--- src/rtl/wb_pkg.sv ---
// Shared widths and types for the write-back controller and its buffer.
package wb_pkg;
    localparam int XLEN       = 32;
    localparam int REG_ADDR_W = 5;
    localparam int DEPTH      = 4;

    typedef struct packed {
        logic [REG_ADDR_W-1:0] rd;
        logic [XLEN-1:0]       data;
    } entry_t;
endpackage

--- src/rtl/wb_fifo.sv ---
// Write buffer with two ordered push ports, one pop port and every slot visible for hazard scans.
module wb_fifo
    import wb_pkg::*;
#(
    parameter int XLEN  = wb_pkg::XLEN,
    parameter int DEPTH = wb_pkg::DEPTH,
    localparam int PW   = $clog2(DEPTH),
    localparam int CW   = $clog2(DEPTH) + 1
) (
    input  logic                  clk,
    input  logic                  rst_n,
    input  logic                  push0,
    input  logic [REG_ADDR_W-1:0] push0_rd,
    input  logic [XLEN-1:0]       push0_data,
    input  logic                  push1,
    input  logic [REG_ADDR_W-1:0] push1_rd,
    input  logic [XLEN-1:0]       push1_data,
    input  logic                  pop,
    output logic [REG_ADDR_W-1:0] head_rd,
    output logic [XLEN-1:0]       head_data,
    output logic [CW-1:0]         count,
    output logic [PW-1:0]         rd_ptr,
    output logic [REG_ADDR_W-1:0] slot_rd [DEPTH],
    output logic [XLEN-1:0]       slot_data [DEPTH]
);
    logic [PW-1:0] wr_ptr;
    logic [PW-1:0] wr_ptr1;

    // push1 lands behind push0 when both are accepted in the same cycle
    assign wr_ptr1 = wr_ptr + PW'(push0);

    always_ff @(posedge clk or negedge rst_n) begin
        if (!rst_n) begin
            wr_ptr <= '0;
            rd_ptr <= '0;
            count  <= '0;
            for (int i = 0; i < DEPTH; i++) begin
                slot_rd[i]   <= '0;
                slot_data[i] <= '0;
            end
        end else begin
            if (push0) begin
                slot_rd[wr_ptr]   <= push0_rd;
                slot_data[wr_ptr] <= push0_data;
            end
            if (push1) begin
                slot_rd[wr_ptr1]   <= push1_rd;
                slot_data[wr_ptr1] <= push1_data;
            end
            wr_ptr <= wr_ptr + PW'(push0) + PW'(push1);
            rd_ptr <= rd_ptr + PW'(pop);
            count  <= count + CW'(push0) + CW'(push1) - CW'(pop);
        end
    end

    assign head_rd   = (count != '0) ? slot_rd[rd_ptr]   : '0;
    assign head_data = (count != '0) ? slot_data[rd_ptr] : '0;
endmodule

--- src/rtl/wb_ctrl.sv ---
// Write-back controller: arbitrates load/ALU writes into a buffer, drains one
// register-file write per cycle and reports hazards with youngest-entry forwarding.
module wb_ctrl
    import wb_pkg::*;
#(
    parameter int XLEN  = wb_pkg::XLEN,
    parameter int DEPTH = wb_pkg::DEPTH,
    localparam int PW   = $clog2(DEPTH),
    localparam int CW   = $clog2(DEPTH) + 1
) (
    input  logic                  clk,
    input  logic                  rst_n,
    input  logic                  ld_valid,
    output logic                  ld_ready,
    input  logic [REG_ADDR_W-1:0] ld_rd,
    input  logic [XLEN-1:0]       ld_data,
    input  logic                  alu_valid,
    output logic                  alu_ready,
    input  logic [REG_ADDR_W-1:0] alu_rd,
    input  logic [XLEN-1:0]       alu_data,
    output logic                  W_en,
    output logic [REG_ADDR_W-1:0] Rd,
    output logic [XLEN-1:0]       Wr_data,
    input  logic [REG_ADDR_W-1:0] Rs1,
    input  logic [REG_ADDR_W-1:0] Rs2,
    output logic                  hazard1,
    output logic                  hazard2,
    output logic [XLEN-1:0]       fwd1_data,
    output logic [XLEN-1:0]       fwd2_data,
    output logic [CW-1:0]         count,
    output logic                  empty
);
    logic                  ld_push, alu_push;
    logic [PW-1:0]         rd_ptr;
    logic [REG_ADDR_W-1:0] slot_rd [DEPTH];
    logic [XLEN-1:0]       slot_data [DEPTH];
    logic [PW-1:0]         idx;

    // Readiness looks only at the registered count; load keeps the last free slot.
    assign ld_ready  = rst_n && (count < CW'(DEPTH));
    assign alu_ready = rst_n && (count < CW'(DEPTH)) &&
                       !(ld_valid && (count >= CW'(DEPTH - 1)));

    assign ld_push  = ld_valid  && ld_ready  && (ld_rd  != '0);
    assign alu_push = alu_valid && alu_ready && (alu_rd != '0);

    assign empty = (count == '0);
    assign W_en  = !empty;

    wb_fifo #(.XLEN(XLEN), .DEPTH(DEPTH)) u_fifo (
        .clk        (clk),
        .rst_n      (rst_n),
        .push0      (ld_push),
        .push0_rd   (ld_rd),
        .push0_data (ld_data),
        .push1      (alu_push),
        .push1_rd   (alu_rd),
        .push1_data (alu_data),
        .pop        (W_en),
        .head_rd    (Rd),
        .head_data  (Wr_data),
        .count      (count),
        .rd_ptr     (rd_ptr),
        .slot_rd    (slot_rd),
        .slot_data  (slot_data)
    );

    // Walk entries oldest to youngest so the last match is the youngest one.
    always_comb begin
        hazard1   = 1'b0;
        hazard2   = 1'b0;
        fwd1_data = '0;
        fwd2_data = '0;
        idx       = '0;
        for (int i = 0; i < DEPTH; i++) begin
            idx = rd_ptr + PW'(i);
            if (CW'(i) < count) begin
                if (Rs1 != '0 && slot_rd[idx] == Rs1) begin
                    hazard1   = 1'b1;
                    fwd1_data = slot_data[idx];
                end
                if (Rs2 != '0 && slot_rd[idx] == Rs2) begin
                    hazard2   = 1'b1;
                    fwd2_data = slot_data[idx];
                end
            end
        end
    end
endmodule

--- config.mk ---
export PLATFORM = sky130hd
export DESIGN_NAME = wb_ctrl
export DESIGN_NICKNAME = d
export VERILOG_FILES = /design/src/rtl/wb_pkg.sv /design/src/rtl/wb_fifo.sv /design/src/rtl/wb_ctrl.sv
export SDC_FILE = /design/constraint.sdc
export NUM_CORES = 1
export LEC_CHECK = 0
export CORE_UTILIZATION = 35
export DETAILED_ROUTE_END_ITERATION = 10
export GPL_ROUTABILITY_DRIVEN = 0
export PLACE_DENSITY = 0.57
export SLEW_MARGIN = 20
export SYNTH_ARGS = -nofsm -noshare
export SYNTH_HDL_FRONTEND = slang
export SYNTH_SLANG_ARGS = --single-unit
--- constraint.sdc ---
create_clock -name clk -period 5.02 [get_ports clk]
set_input_delay 1.004 -clock clk [delete_from_list [all_inputs] [get_ports clk]]
set_output_delay 1.004 -clock clk [all_outputs]
set_load 0.01 [all_outputs]
* After elaboration in Yosys (flattened, before gate mapping)
Cells that the tools add are included.
Widths: inputs -> output; s select.
** Cells by class
- Order comparisons :: 14
- Bitwise gates (word level) :: 6
- Add/sub/neg operators :: 9
- Eq/ne operators :: 8
- Multiplexer cells :: 74
- Reductions and logical operators :: 25
** Operators by type and width (number)
- $mux 32 :: 27
- $bmux 32 s2 :: 4
- $bwmux 128 :: 2
- $mux 128 :: 2
- $demux 32 s2 :: 2
- $mux 5 :: 11
- $bmux 5 s2 :: 4
- $bwmux 20 :: 2
- $eq 5x5->1 :: 8
- $mux 20 :: 2
- $demux 5 s2 :: 2
- $reduce_bool 5->1 :: 4
- $ge 3x3->1 const B :: 6
- $not 2->3 :: 6
- $logic_and 1x1->1 :: 17
- $mux 1 :: 16
- $add 2x1->2 :: 3
- $add 3x1->3 :: 2
- $lt 1x3->1 const A :: 2
- $lt 2x3->1 const A :: 2
- $lt 3x1->1 const B :: 2
- $add 2x2->2 const B :: 2
- $ge 3x2->1 const B :: 1
- $logic_not 3->1 :: 1
- 5 further kinds :: 6
** Word-level totals
- Register bits after elaboration :: 155
- Output and inout bits :: 110
- Input bits :: 88
- Logic and storage cells :: 147

* Logic depth before layout (Yosys ltp)
- Depth in word-level cells :: 14
- Gate-level depth with buffers :: 13
- Gate-level depth less buffers :: 9

* Modules after synthesis
From an unflattened synthesis, not the netlist that was laid out.
** Unflattened totals
- Cells, all modules :: 1827
- Area total of the unflattened synthesis :: 14996.9 um^2
** By module, submodules not included
- wb_fifo :: sequential area each 3878.7 um^2, cells an instance 940, instances 1, area each 8388.0 um^2
- wb_ctrl :: sequential area each 0.0 um^2, cells an instance 887, instances 1, area each 6608.8 um^2

* Worst setup path after synthesis
Ideal clock, no wire load.
- Path kind :: in2out
- Start :: in Rs2[0]
- End :: out fwd2_data[4]
- Arrival time :: 2943 ps
- Path slack :: 1073 ps
- Cell stages on the path :: 10
- Buffers on the path :: 3
- Data required time :: 4016 ps
- Cell sequence :: clkbuf_1 > nor3_1 > a211o_1 > a211oi_1 > and2_1 > clkbuf_1 > buf_2 > nand2_1 > o311a_1 > o31ai_1
** Between the ends
- Word-level cells in the longest chain between the ends :: 10
- Elaborated cells on any way between the ends :: 17
- Classes of those cells :: eq/ne (4); mux (8); reduce/logical (5)
** RTL lines
- start, declared :: line wb_ctrl.sv:25 : input logic [REG_ADDR_W-1:0] Rs2,
- $eq 5x5->1 / $reduce_bool 5->1 (equally long branches) :: line wb_ctrl.sv:82 : if (Rs2 != '0 && slot_rd[idx] == Rs2) begin
- $logic_and 1x1->1 :: line wb_ctrl.sv:82
- $mux 32 :: line wb_ctrl.sv:82
- $mux 32 :: line wb_ctrl.sv:77 : if (CW'(i) < count) begin
- $mux 32 :: line wb_ctrl.sv:82
- $mux 32 :: line wb_ctrl.sv:77
- $mux 32 :: line wb_ctrl.sv:82
- $mux 32 :: line wb_ctrl.sv:77
- $mux 32 :: line wb_ctrl.sv:82
- $mux 32 (*) :: line wb_ctrl.sv:77
- end, declared :: line wb_ctrl.sv:29 : output logic [XLEN-1:0] fwd2_data,
Every way passes the cells marked *; elsewhere a longest branch is shown, timed or not.

* Worst setup path after layout
- Start :: in Rs2[4]
- End :: out fwd2_data[8]
Same word-level chain as after synthesis.

==> results.md <==
- Status: complete, no violations
- Fillers: 3682
- Initial antenna violation count: 4
- Chip width: 198 um
- CTS Buf Count: 17
- WL/cell: 21.3 um
- Area contributors post-synth: dfrtp_1 29%, mux2i_1 20%, o21ai_0 9.1%, nand2_1 7.0%, mux2_2 5.5%
- Post-synth top area cell: dfrtp_1
- Post-synth EDFFs: 0
- Syn Area/Cell: 8.25 um^2
- Reg2Reg Depth: 8
- CTS Sinks: 155
- Hold WS: 0.494 ns
- Final setup viols: 0
- Ys flop type: dfrtp_1
- First-pass GRT wire length: 72.9 mm
- Worst-Margin Slew: 1.01 ns
- H-Tree Depth: 4
- Max-cap violation count: 0
- Warnings from Yosys: 0
- Crit end category: primary output
- Wl on met1: 21.9 mm
- PortBufs: 197
- Req. time, crit path: 4.02 ns
- Async SR Flop Fraction: 100%
- WL met2: 22.5 mm
- Area delta synth->final: 25.8%
- Final hold violation count: 0
- Peak VDD IR: 0.000326 V
- Final setup TNS: 0 ns
- Grt ovf: 0
- Post-Syn Instances: 1628
- Die Footprint: 39100 um^2
- Vias/cell: 5.59
- PwrDens: 673 nW/um^2
- Metal3 WL: 3.24 mm
- CORE AREA: 37700 um^2
- All-Layer GR Usage: 24.5%
- Min-delay worst type: input pin to asynchronous set/reset pin
- Highest Clock Rate: 0.202 GHz
- Syn_nets: 1724
- Worst-skew pair later-pin latency: 0.45 ns
- Period utilization: 98.7%
- Worst R2R Start: u_fifo.count[2]$_DFF_PN0_
- CTS root buf: clkbuf_16
- DR top layer: met5
- Worst Path Arrival: 3.95 ns
- Flop and latch count out of synthesis: 155
- Total Routed Length: 48.9 mm
- DRC: 0
- Vert. Die Dim: 198 um
- # rows: 71
- Routed Antenna Nets: 0
- Nets: 1868
- CP Launch Type: input pin
- Share of the synthesized area in the top cell type: 28.9%
- Largest net degree at the start of global routing: 90
- Fraction of layout cells with a size suffix above 1: 13.0%
- Design Power: 11.4 mW
- Lkg Pwr: 7.59 nW
- Final core occ: 44.8%
- Clock Skews: 0.00829 ns
- Sequential area share after synthesis: 28.9%
- Antenna Cells: 0
- Final Non-Filler Cells: 2296
- Worst-path clk slew: 0.06 ns
- Vias: 12800
- DP HPWL: 31.4 mm
- Starting Density: 35.6%
- Worst R2R Setup Slack: 1.90 ns
- Starting DRT DRC Count: 999
- Post-synth cell types: 51
- CP Launch Point: Rs2[4]
- Final Slew Violations: 0
- Drt pass-1 iters: 5
- Dpl cells: 2253
- Number of global-route vias before repair: 12400
- Ports: 198
- Deepest clock path buffer count: 2
- Crit path max fanout: 8
- Crit Path Category: input pin to primary output
- Tmin final: 4.95 ns
- Worst slew margin: 32.7%
- Post-Syn Area: 13400 um^2
- CTS tree: yes
[final timing paths]
kind                                                   end
setup reg to reg                 u_fifo.count[2]$_DFF_PN0_
setup / recovery                              fwd2_data[8]
max in group asynchronous       u_fifo.rd_ptr[0]$_DFF_PN0_
hold reg to reg            u_fifo.slot_data[116]$_DFF_PN0_
hold / removal                u_fifo.slot_rd[15]$_DFF_PN0_
min in group clk           u_fifo.slot_data[116]$_DFF_PN0_
[routing by layer]
metal  global-route usage [%]  vias up
met5                        0        -
met4                     9.42        8
met3                     4.22       79
met2                     38.9      500
met1                     33.2     6166
li1                         -     6084
[sequential cells by signal, indices dropped and copies added, names as in the netlist]
signal / count
u_fifo.slot_rd: 20
u_fifo.slot_data: 128
u_fifo.count: 3
u_fifo.rd_ptr: 2
u_fifo.wr_ptr: 2
[worst max-delay path, stage by stage]
cell and delay, ns:
clkdlybuf4s50_1 0.58, buf_4 0.19, xnor2_1 0.07, nor4_1 0.28, buf_4 0.17, o2111ai_4 0.23
buf_4 0.23, o311a_1 0.28, o22ai_1 0.30, clkdlybuf4s50_1 0.61
[cell usage after synthesis, drive strengths merged, types with 3 or more instances]
library cell    n
a21oi          42
o311a          12
nand2b          6
mux2           66
o21ai         243
inv            39
mux2i         276
nor3           35
ha              6
xor2           13
nor4            5
a211o           7
nand3           3
and3            3
a211oi         62
o22ai          45
xnor2          35
clkbuf         76
dfrtp         155
nor2          129
buf            70
and2            4
nor2b          12
mux4            9
o211ai          3
nand2         251
[what timing repair did]
| item | CTS | global route |
|---|---|---|
| gates resized for setup | 4 | 16 |
| endpoints found under the setup margin | 7 | 55 |
| pin swaps | 0 | 4 |
| buffers inserted | 0 | 9 |
| gates cloned | 0 | 2 |
| hold buffers | 0 | 0 |
[area by class of cell]
cell class / instances / area, um^2 / area share, %
Sequential cell: 155 / 3890 / 23.0
Clock buffer: 21 / 460 / 2.73
Inverter: 40 / 153 / 0.904
Tap cell: 511 / 639 / 3.79
Timing Repair Buffer: 270 / 2780 / 16.5
Clock inverter: 11 / 96.3 / 0.570
Multi-Input combinational cell: 1288 / 8870 / 52.5
[per-stage QoR]
step	instance area (um^2)	setup slack [ns]
floorplan	13400	1.07
global placement	16100	-0.0233
detailed placement	16100	-0.0193
CTS	16700	0.00105
global route	16900	-0.0209
finish	16900	0.0665
[where the power goes]
group / switching [mW] / leakage [nW] / internal [mW]
combinational: 4.23 / 5.39 / 3.47
clock: 0.557 / 0.261 / 0.704
sequential: 0.567 / 1.94 / 1.84
[layout by cell type (no fill, tap or decap), types with 21 or more instances in the layout]
cell type	count
a21oi_1	42
buf_4	51
mux2i_1	270
o22ai_1	44
inv_1	38
o21ai_0	243
nand2_1	250
xnor2_1	35
clkdlybuf4s50_1	192
a211oi_2	21
mux2_2	66
nor2_1	125
dfrtp_1	153
nor3_1	29
a211oi_1	41
[kinds of logic after synthesis]
kind of cell	share of synthesized area (%)
xor gates and xnor gates	3.13
adders and majority gates	0.857
and+or+nand+nor	14.1
buffers and inverters	6.12
DFF	28.9
muxes	27.9
AOI/OAI and AO/OA	19.0
Power figures use the tool's default switching activity.
